--- config.mk ---
export PLATFORM = sky130hd
export DESIGN_NAME = tqvp_hx2003_pulse_tx_scheduler
export DESIGN_NICKNAME = d
export VERILOG_FILES = /design/src/rtl/tqvp_hx2003_pulse_tx_scheduler.sv
export SDC_FILE = /design/constraint.sdc
export NUM_CORES = 1
export LEC_CHECK = 0
export BUFFER_PORTS_ARGS = -buffer_cell sky130_fd_sc_hd__buf_2
export CORE_UTILIZATION = 35
export DETAILED_ROUTE_END_ITERATION = 12
export PLACE_DENSITY = 0.58
export SETUP_SLACK_MARGIN = 0.15
export SKIP_LAST_GASP = 1
export SLEW_MARGIN = 5
export SYNTH_ARGS = -nofsm -noshare
export SYNTH_HDL_FRONTEND = slang
export SYNTH_SLANG_ARGS = --single-unit
--- constraint.sdc ---
create_clock -name clk -period 20.3 [get_ports clk]
set_input_delay 4.06 -clock clk [delete_from_list [all_inputs] [get_ports clk]]
set_output_delay 4.06 -clock clk [all_outputs]
set_load 0.02 [all_outputs]
--- src/rtl/tqvp_hx2003_pulse_tx_scheduler.sv ---
// tqvp_hx2003_pulse_tx_scheduler: job FIFO sequencing the pulse transmitter through launch, run and inter-job gap
module tqvp_hx2003_pulse_tx_scheduler #(
  parameter int DEPTH = 4,
  parameter int GAP_WIDTH = 16
) (
  input  logic                   clk,
  input  logic                   rst,
  input  logic                   push_valid,
  output logic                   push_ready,
  input  logic [31:0]            push_job,
  input  logic [GAP_WIDTH-1:0]   gap_cycles,
  input  logic                   abort,
  output logic [31:0]            tx_config,
  output logic                   tx_run,
  input  logic                   tx_done,
  output logic                   job_done,
  output logic [7:0]             jobs_completed,
  output logic [$clog2(DEPTH):0] fifo_count,
  output logic [1:0]             state,
  output logic                   all_idle
);
  localparam int AW = $clog2(DEPTH);
  localparam int CW = AW + 1;
  typedef enum logic [1:0] {IDLE, LAUNCH, RUN, GAP} state_t;
  state_t               state_q, state_d;
  logic [31:0]          cfg_q, cfg_d;
  logic                 run_q, run_d;
  logic                 done_q, done_d;
  logic [7:0]           jobs_q, jobs_d;
  logic [GAP_WIDTH-1:0] gap_q, gap_d;
  logic [31:0]          mem_q [DEPTH];
  logic [31:0]          mem_d [DEPTH];
  logic [AW-1:0]        wptr_q, wptr_d, rptr_q, rptr_d;
  logic [CW-1:0]        cnt_q, cnt_d;
  logic                 push, pop;
  assign push_ready     = (cnt_q < CW'(DEPTH)) && !abort;
  assign push           = push_valid && push_ready;
  assign tx_config      = cfg_q;
  assign tx_run         = run_q;
  assign job_done       = done_q;
  assign jobs_completed = jobs_q;
  assign fifo_count     = cnt_q;
  assign state          = state_q;
  assign all_idle       = (state_q == IDLE) && (cnt_q == '0);
  // Job sequencing: abort overrides everything, tx_done only counts while running
  always_comb begin
    state_d = state_q;
    cfg_d   = cfg_q;
    done_d  = 1'b0;
    jobs_d  = jobs_q;
    gap_d   = gap_q;
    pop     = 1'b0;
    if (abort) begin
      state_d = IDLE;
      gap_d   = '0;
    end else begin
      case (state_q)
        IDLE: if (cnt_q != '0) begin
          pop     = 1'b1;
          cfg_d   = mem_q[rptr_q];
          state_d = LAUNCH;
        end
        LAUNCH: state_d = RUN;
        RUN: if (tx_done) begin
          done_d  = 1'b1;
          jobs_d  = jobs_q + 8'd1;
          gap_d   = gap_cycles;
          state_d = (gap_cycles != '0) ? GAP : IDLE;
        end
        GAP: begin
          gap_d   = gap_q - GAP_WIDTH'(1);
          state_d = (gap_q <= GAP_WIDTH'(1)) ? IDLE : GAP;
        end
        default: state_d = IDLE;
      endcase
    end
    run_d = (state_d == RUN);
  end
  // Job FIFO: abort flushes, a simultaneous push and pop keep the count
  always_comb begin
    mem_d  = mem_q;
    wptr_d = wptr_q;
    rptr_d = rptr_q;
    cnt_d  = cnt_q;
    if (abort) begin
      wptr_d = '0;
      rptr_d = '0;
      cnt_d  = '0;
    end else begin
      if (push) begin
        mem_d[wptr_q] = push_job;
        wptr_d        = wptr_q + AW'(1);
      end
      rptr_d = pop ? rptr_q + AW'(1) : rptr_q;
      cnt_d  = cnt_q + CW'(push) - CW'(pop);
    end
  end
  // State registers with asynchronous reset
  always_ff @(posedge clk or posedge rst) begin
    if (rst) begin
      state_q <= IDLE;
      cfg_q   <= '0;
      run_q   <= 1'b0;
      done_q  <= 1'b0;
      jobs_q  <= '0;
      gap_q   <= '0;
      mem_q   <= '{default: '0};
      wptr_q  <= '0;
      rptr_q  <= '0;
      cnt_q   <= '0;
    end else begin
      state_q <= state_d;
      cfg_q   <= cfg_d;
      run_q   <= run_d;
      done_q  <= done_d;
      jobs_q  <= jobs_d;
      gap_q   <= gap_d;
      mem_q   <= mem_d;
      wptr_q  <= wptr_d;
      rptr_q  <= rptr_d;
      cnt_q   <= cnt_d;
    end
  end
endmodule

==> results of run 1 <==
cells by family after synthesis:
logic type | count (synthesis) | synth area share
fa+ha+maj | 10 | 0.0148
xor+xnor | 12 | 0.0118
flops | 195 | 0.546
mux | 194 | 0.285
compound gates | 61 | 0.0437
buf+inv | 49 | 0.0386
simple gates | 88 | 0.0603
layout make-up:
| class | instances | area share |
|---|---|---|
| antenna | 1 | 0.000246 |
| timing repair buffer | 104 | 0.0519 |
| multi-input combinational | 365 | 0.365 |
| inverter | 10 | 0.00443 |
| sequential | 195 | 0.480 |
| clock inverter | 15 | 0.0159 |
| tap | 330 | 0.0406 |
| clock buffer | 17 | 0.0418 |
worst register-to-register path, stage by stage, from the launching register on:
cell and delay (ns):
dfrtp_1 0.57, nor2_1 0.26, nand2_1 0.15, nor2_4 0.09, buf_4 0.48, ha_1 0.34
inv_1 0.06, ha_1 0.14, inv_1 0.05, fa_1 0.37, xnor2_1 0.16, nor2_1 0.05
worst paths after layout:
kind / from / slack [ns] / to
min in group asynchronous: rst / 3.76 / gap_q[0]
max reg2reg: state[0] / 17.46 / fifo_count[2]
min: mem_q[6] / 0.48 / mem_q[6]
max: abort / 11.59 / push_ready
max in group asynchronous: rst / 14.93 / mem_q[50]
min reg2reg: mem_q[6] / 0.48 / mem_q[6]
per-stage QoR:
stage          cells  total power (uW)  cell area, um^2
3_3_place_gp    1004              1140             9580
4_1_cts         1036              1520            10200
2_1_floorplan    609              1040             8940
3_5_place_dp    1004              1180             9580
5_1_grt         1036              1590            10200
6_report        1037              1490            10200
routing by layer:
| layer | wire length [um] | global-route usage | vias to the layer above |
|---|---|---|---|
| met2 | 9850 | 0.266 | 111 |
| met3 | 606 | 0.0278 | 12 |
| met4 | 198 | 0.0536 | 0 |
| met1 | 8410 | 0.193 | 2750 |
| li1 | - | - | 2397 |
| met5 | 0 | 0 | - |
sequential cells by signal, summed over array words and instances (netlist names):
register,flops
mem_q,128
rptr_q,2
fifo_count,3
job_done,1
state,2
jobs_completed,8
tx_config,32
wptr_q,2
gap_q,16
tx_run,1
power by group through the flow:
| stage | registers, uW | logic [uW] | clock network (uW) |
|---|---|---|---|
| CTS | 669 | 506 | 341 |
| detailed placement | 676 | 506 | 0 |
| global placement | 657 | 487 | 0 |
| finish | 667 | 497 | 330 |
| floorplan | 677 | 364 | 0 |
| global route | 691 | 542 | 358 |
cells in the final DEF, fill, tap and decap left out, types with 7 or more instances in the layout:
| cell | n |
|---|---|
| dfrtp_1 | 193 |
| mux2_2 | 133 |
| buf_2 | 101 |
| mux4_2 | 32 |
| mux2_1 | 28 |
| nor2_1 | 24 |
| o21ai_0 | 19 |
| clkbuf_16 | 17 |
| a21oi_1 | 10 |
| inv_1 | 9 |
| ha_1 | 9 |
| nand2_1 | 8 |
| nand4_1 | 8 |
| nor4_1 | 7 |
==> results_tabular.tex, run 1 <==
\begin{tabular}{lr}
\hline
Metric & Value \\
\hline
\multicolumn{2}{l}{\textbf{Run status}} \\
Run status & finished, final reports clean \\
\multicolumn{2}{l}{\textbf{Drt}} \\
Total wirelength of the detailed-routed design & 19,100 um \\
DRC violation count after routing & 0 \\
Antenna-violating nets left & 0 \\
First drt pass iteration count & 4 \\
Initial DRC Count & 264 \\
Number of vias after detailed routing & 5,270 \\
Average routed wire per standard cell & 18.4 um \\
Vias per cell & 5.08 \\
\multicolumn{2}{l}{\textbf{Global route}} \\
Maximum number of pins on one net before global-route repair & 115 \\
Global-route wire length before repair & 31,100 um \\
Overall fraction of global-route tracks in use & 0.154 \\
GRT overflow & 0 \\
Number of global-route vias before repair & 5,696 \\
Number of antenna violations at the first check in global routing & 1 \\
\multicolumn{2}{l}{\textbf{Power}} \\
Register share of total power & 0.446 \\
Switching power as a share of total power & 0.333 \\
Net switching component of the power & 497 uW \\
Worst voltage drop across the vdd grid & 60.7 uV \\
Proportion of power drawn by combinational gates & 0.333 \\
Power Internal & 996 uW \\
Part of the total power dissipated in the clock network & 0.221 \\
Power density over the cells & 147 nW/um\^{}2 \\
Standby leakage power & 0.00453 uW \\
\multicolumn{2}{l}{\textbf{Critical path}} \\
Crit-path slowest cell & buf\_2 \\
Most frequent CP cell & buf\_2 \\
Number of logic stages on the critical path including buffering & 3 \\
Number of buffer and inverter stages on the critical path & 2 \\
Crit path max-delay family & buffers and inverters \\
Endpoint type of the worst setup path & primary output \\
Ordered list of cells on the worst path & buf\_2 -> nor2\_1 -> buf\_2 \\
Kind of critical path & in2out \\
Required time of the critical path & 16.24 ns \\
Arrival time reported for the critical path endpoint & 4.65 ns \\
Maximum fanout along the worst path & 19 \\
Startpoint kind of the worst setup timing path & input pin \\
Number of cell instances on the worst register-to-register path & 11 \\
Largest incremental delay on the critical path & 0.33 ns \\
\multicolumn{2}{l}{\textbf{Synth}} \\
Number of synthesized flops with an enable pin & 0 \\
Top-area cell type share of the netlist area & 0.546 \\
Number of standard cells after synthesis & 609 \\
Netlist area before placement & 8940 um\^{}2 \\
Share of the yosys chip area belonging to registers & 0.546 \\
Unique cell type count in the Yosys netlist & 59 \\
Fraction of registers with async set or reset after synthesis & 1.00 \\
Most instantiated library cell after synthesis & dfrtp\_1 \\
Syn Nets & 672 \\
Top FF cell, synth & dfrtp\_1 \\
Flop and latch count out of synthesis & 195 \\
Syn avg cell area & 14.7 um\^{}2 \\
Area leader, netlist & dfrtp\_1 \\
List of most frequent post-synthesis cells & dfrtp\_1 (195), mux2\_2 (133), mux4\_2 (32) \\
Largest cells by area after synthesis & dfrtp\_1 (55\%), mux2\_2 (17\%), mux4\_2 (8.1\%) \\
Total of warnings raised by yosys & 0 \\
\multicolumn{2}{l}{\textbf{Timing}} \\
Number of max-slew violations in the final report & 0 \\
Number of endpoints failing setup at the final stage & 0 \\
Final worst-path cycle share & 0.429 \\
Slew at the pin with the worst max-slew slack & 1.06 ns \\
Min Tclk post-route & 8.71 ns \\
Remaining max-slew budget at the tightest pin & 0.296 \\
Worst setup slack after layout & 11.59 ns \\
Highest clock rate & 115 MHz \\
Minimum hold slack & 0.485 ns \\
RSZ-0062 raised after global routing & false \\
Fin. Hold Viols & 0 \\
Post-route clock skew & 0.0145 ns \\
Sum of negative setup slack & 0 ns \\
\multicolumn{2}{l}{\textbf{Clocking}} \\
Clock insertion delay at the later pin of the skew report & 0.43 ns \\
Clock tree from TritonCTS & built \\
CTS sink cnt & 195 \\
Root buffer cell & clkbuf\_16 \\
Number of post-CTS setup repair buffers & 0 \\
CTS Buf Count & 17 \\
Number of levels the H-tree was split into & 4 \\
Clock transition at the register clock pins on the worst setup and hold paths after CTS & 0.08 ns \\
Number of gates resized after CTS & 0 \\
Maximum count of clock buffers along a single path & 2 \\
Number of buffers inserted by hold repair at cts & 0 \\
\multicolumn{2}{l}{\textbf{Final layout}} \\
Layout filler cell count & 2,379 \\
Post-route core utilization & 0.405 \\
Sequential cell area & 4880 um\^{}2 \\
Syn-to-layout area delta & 13.8\% \\
Layout cell share with drive strength beyond 1 & 0.458 \\
Area taken by multi-input logic gates & 3720 um\^{}2 \\
\# nets final & 756 \\
\multicolumn{2}{l}{\textbf{Min path}} \\
Type of the tightest min-delay check & reg2reg \\
Count of cells along the worst hold path & 1 \\
\multicolumn{2}{l}{\textbf{Floorplanning}} \\
Die extent in y & 162 um \\
Die Footprint & 26,200 um\^{}2 \\
Width of the die & 162 um \\
Top-level I/O count & 102 \\
Site Rows & 58 \\
Floorplan core area & 25,100 um\^{}2 \\
Initial standard-cell utilization of the core & 0.356 \\
\multicolumn{2}{l}{\textbf{Run}} \\
Number of max-cap violations & 0 \\
\multicolumn{2}{l}{\textbf{Place}} \\
Post-placement setup slack & 11.57 ns \\
Dpl hpwl & 12,000 um \\
Placer's final routability congestion estimate & 0.882 \\
Count of input and output buffers & 101 \\
\hline
\end{tabular}
(Power assumes the default switching activity.)
==> run 2, diff against run 1 <==
--- a/config.mk
+++ b/config.mk
@@ -8,7 +8,7 @@
 export BUFFER_PORTS_ARGS = -buffer_cell sky130_fd_sc_hd__buf_2
 export CORE_UTILIZATION = 35
 export DETAILED_ROUTE_END_ITERATION = 12
-export PLACE_DENSITY = 0.58
+export PLACE_DENSITY = 0.6
 export SETUP_SLACK_MARGIN = 0.15
 export SKIP_LAST_GASP = 1
 export SLEW_MARGIN = 5
==> constraint.sdc (replaced) <==
create_clock -name clk -period 7.1 [get_ports clk]
set_input_delay 1.42 -clock clk [delete_from_list [all_inputs] [get_ports clk]]
set_output_delay 1.42 -clock clk [all_outputs]
set_load 0.02 [all_outputs]
==> run 2 against run 1 <==
  * Clock skew up 0.00060 ns
  * Worst setup slack got worse by 7.9 ns
  * Register-to-register slack worse by 13 ns
  * Sequential share of layout area decreased by 0.18 points
  * Flip-flop and latch count did not move
  * Critical path depth did not move
  * Combinational power rose to 2.9 times the previous value
  * Power rose to 2.8 times the previous value
  * First-iteration DRC count increased by 9.8%
  * Largest cell class unchanged
==> results_tabular.tex, run 2 (same netlist as run 1, synthesis figures left out) <==
\begin{tabular}{lr}
\hline
Metric & Value \\
\hline
\multicolumn{2}{l}{\textbf{Run status}} \\
Run status & finished, final reports clean \\
\multicolumn{2}{l}{\textbf{Floorplanning}} \\
Die Footprint & 26,200 um\^{}2 (unchanged) \\
Floorplan core area & 25,100 um\^{}2 (unchanged) \\
Initial standard-cell utilization of the core & 0.356 (unchanged) \\
Top-level I/O count & 102 (unchanged) \\
Die extent in y & 162 um (unchanged) \\
Width of the die & 162 um (unchanged) \\
Site Rows & 58 (unchanged) \\
\multicolumn{2}{l}{\textbf{Clocking}} \\
Root buffer cell & clkbuf\_16 \\
Number of buffers inserted by hold repair at cts & 0 (unchanged) \\
CTS Buf Count & 17 (unchanged) \\
Maximum count of clock buffers along a single path & 2 (unchanged) \\
CTS sink cnt & 195 (unchanged) \\
Number of levels the H-tree was split into & 4 (unchanged) \\
Number of gates resized after CTS & 0 (unchanged) \\
Clock insertion delay at the later pin of the skew report & 0.43 ns (about the same) \\
Number of post-CTS setup repair buffers & 0 (unchanged) \\
Clock transition at the register clock pins on the worst setup and hold paths after CTS & 0.07 ns (about the same) \\
Clock tree from TritonCTS & built \\
\multicolumn{2}{l}{\textbf{Drt}} \\
Antenna-violating nets left & 0 (unchanged) \\
DRC violation count after routing & 0 (unchanged) \\
First drt pass iteration count & 4 (unchanged) \\
Average routed wire per standard cell & 17.4 um (-5.4\%) \\
Initial DRC Count & 290 (+9.8\%) \\
Vias per cell & 5.04 (-0.80\%) \\
Total wirelength of the detailed-routed design & 18,100 um (-5.0\%) \\
Number of vias after detailed routing & 5,248 (-0.42\%) \\
\multicolumn{2}{l}{\textbf{Critical path}} \\
Number of cell instances on the worst register-to-register path & 10 (-1) \\
Startpoint kind of the worst setup timing path & input pin \\
Maximum fanout along the worst path & 19 (unchanged) \\
Termination of the worst setup path & push\_ready \\
Kind of critical path & in2out \\
Critical register-to-register path startpoint & fifo\_count[1] \\
Reg2Reg Capture Point & fifo\_count[2] \\
Endpoint type of the worst setup path & primary output \\
R2R Setup Slk & 4.75 ns (-12.71 ns) \\
Required time of the critical path & 5.68 ns (-10.56 ns) \\
Critical path startpoint & abort \\
Arrival time reported for the critical path endpoint & 2.01 ns (-2.64 ns) \\
\multicolumn{2}{l}{\textbf{Timing}} \\
Highest clock rate & 292 MHz \\
Minimum hold slack & 0.468 ns (-0.0169 ns) \\
RSZ-0062 raised after global routing & false \\
Number of max-slew violations in the final report & 0 (unchanged) \\
Fin. Hold Viols & 0 (unchanged) \\
Final worst-path cycle share & 0.483 \\
Post-route clock skew & 0.0151 ns (+0.000601 ns) \\
Slew at the pin with the worst max-slew slack & 0.977 ns (-0.0786 ns) \\
Sum of negative setup slack & 0 ns (unchanged) \\
Number of endpoints failing setup at the final stage & 0 (unchanged) \\
Min Tclk post-route & 3.43 ns \\
Remaining max-slew budget at the tightest pin & 0.349 (+0.0524) \\
\multicolumn{2}{l}{\textbf{Place}} \\
Placer's final routability congestion estimate & 0.774 (-12\%) \\
Dpl hpwl & 10,900 um (-8.6\%) \\
Count of input and output buffers & 101 (unchanged) \\
Instance area after placement & 9620 um\^{}2 (+0.33\%) \\
\multicolumn{2}{l}{\textbf{Global route}} \\
Number of global-route vias before repair & 5,469 (-4.0\%) \\
Number of antenna violations at the first check in global routing & 1 (unchanged) \\
GRT overflow & 0 (unchanged) \\
Global-route wire length before repair & 30,200 um (-3.0\%) \\
Maximum number of pins on one net before global-route repair & 139 (+21\%) \\
Overall fraction of global-route tracks in use & 0.148 (-0.00579) \\
\multicolumn{2}{l}{\textbf{Final layout}} \\
Max reg flops & 128 (unchanged) \\
Sequential cell area & 4880 um\^{}2 (about the same) \\
Post-route core utilization & 0.407 (+0.00145) \\
Most common cell after layout, fill and taps aside & dfrtp\_1 \\
Area taken by multi-input logic gates & 3710 um\^{}2 (-0.13\%) \\
Commonest cells after routing, fill and taps aside & dfrtp\_1 (194), mux2\_2 (133), buf\_2 (101) \\
Syn-to-layout area delta & 14.3\% \\
\# nets final & 761 (+0.66\%) \\
Layout filler cell count & 2,425 (+1.9\%) \\
Non-Filler Cell Area, Final & 10,200 um\^{}2 (+0.36\%) \\
Layout cell share with drive strength beyond 1 & 0.454 (-0.00399) \\
Most flops, register & mem\_q \\
\multicolumn{2}{l}{\textbf{Min path}} \\
Type of the tightest min-delay check & reg2reg \\
\multicolumn{2}{l}{\textbf{Power}} \\
Power density over the cells & 415 nW/um\^{}2 (+180\%) \\
Worst voltage drop across the vdd grid & 188 uV (+210\%) \\
Standby leakage power & 0.00456 uW (+0.50\%) \\
\multicolumn{2}{l}{\textbf{Run}} \\
Number of max-cap violations & 0 (unchanged) \\
\hline
\end{tabular}
-- run 2: area by class of cell --
class,count,share of cell area
Clock inverter,14,0.0163
Clock buffer,17,0.0417
Inverter,10,0.00441
Tap cell,330,0.0404
Multi-Input combinational cell,365,0.363
Antenna cell,1,0.000245
Sequential cell,195,0.478
Timing Repair Buffer,109,0.0554
-- run 2: worst min-delay path by stage --
| stage | start | to | slack, ns | cells past startpoint |
|---|---|---|---|---|
| 2_1_floorplan | mem_q[12] | mem_q[12] | 0.45 | 1 |
| 3_3_place_gp | mem_q[69] | mem_q[69] | 0.46 | 1 |
| 3_5_place_dp | jobs_completed[7] | jobs_completed[7] | 0.46 | 1 |
| 4_1_cts | jobs_completed[7] | jobs_completed[7] | 0.48 | 1 |
| 5_1_grt | jobs_completed[7] | jobs_completed[7] | 0.49 | 1 |
| 6_report | jobs_completed[7] | jobs_completed[7] | 0.47 | 1 |
-- run 2: report_power, final --
| part | leakage, uW | switching [uW] | internal, uW |
|---|---|---|---|
| clock network | 0.000284 | 478 | 473 |
| logic | 0.00181 | 640 | 783 |
| registers | 0.00247 | 277 | 1590 |
-- run 2: critical path: stages --
cell and delay (ns):
buf_2 0.32, nor2_1 0.09, buf_2 0.17
-- run 2: per-layer routing --
| metal | GRT usage | share of wire | vias to the layer above |
|---|---|---|---|
| met5 | 0 | 0 | - |
| met4 | 0.0309 | 0.0077 | 0 |
| met3 | 0.0393 | 0.042 | 11 |
| met2 | 0.230 | 0.47 | 114 |
| met1 | 0.208 | 0.48 | 2706 |
| li1 | - | - | 2417 |
-- run 2: through the flow --
stage / power (uW) / instances / worst slack (ns)
after floorplan: 2970 / 609 / 0.368
after global placement: 3300 / 1009 / 3.67
after detailed placement: 3340 / 1009 / 3.67
after CTS: 4300 / 1040 / 3.66
after global routing: 4530 / 1040 / 3.64
final: 4240 / 1041 / 3.67
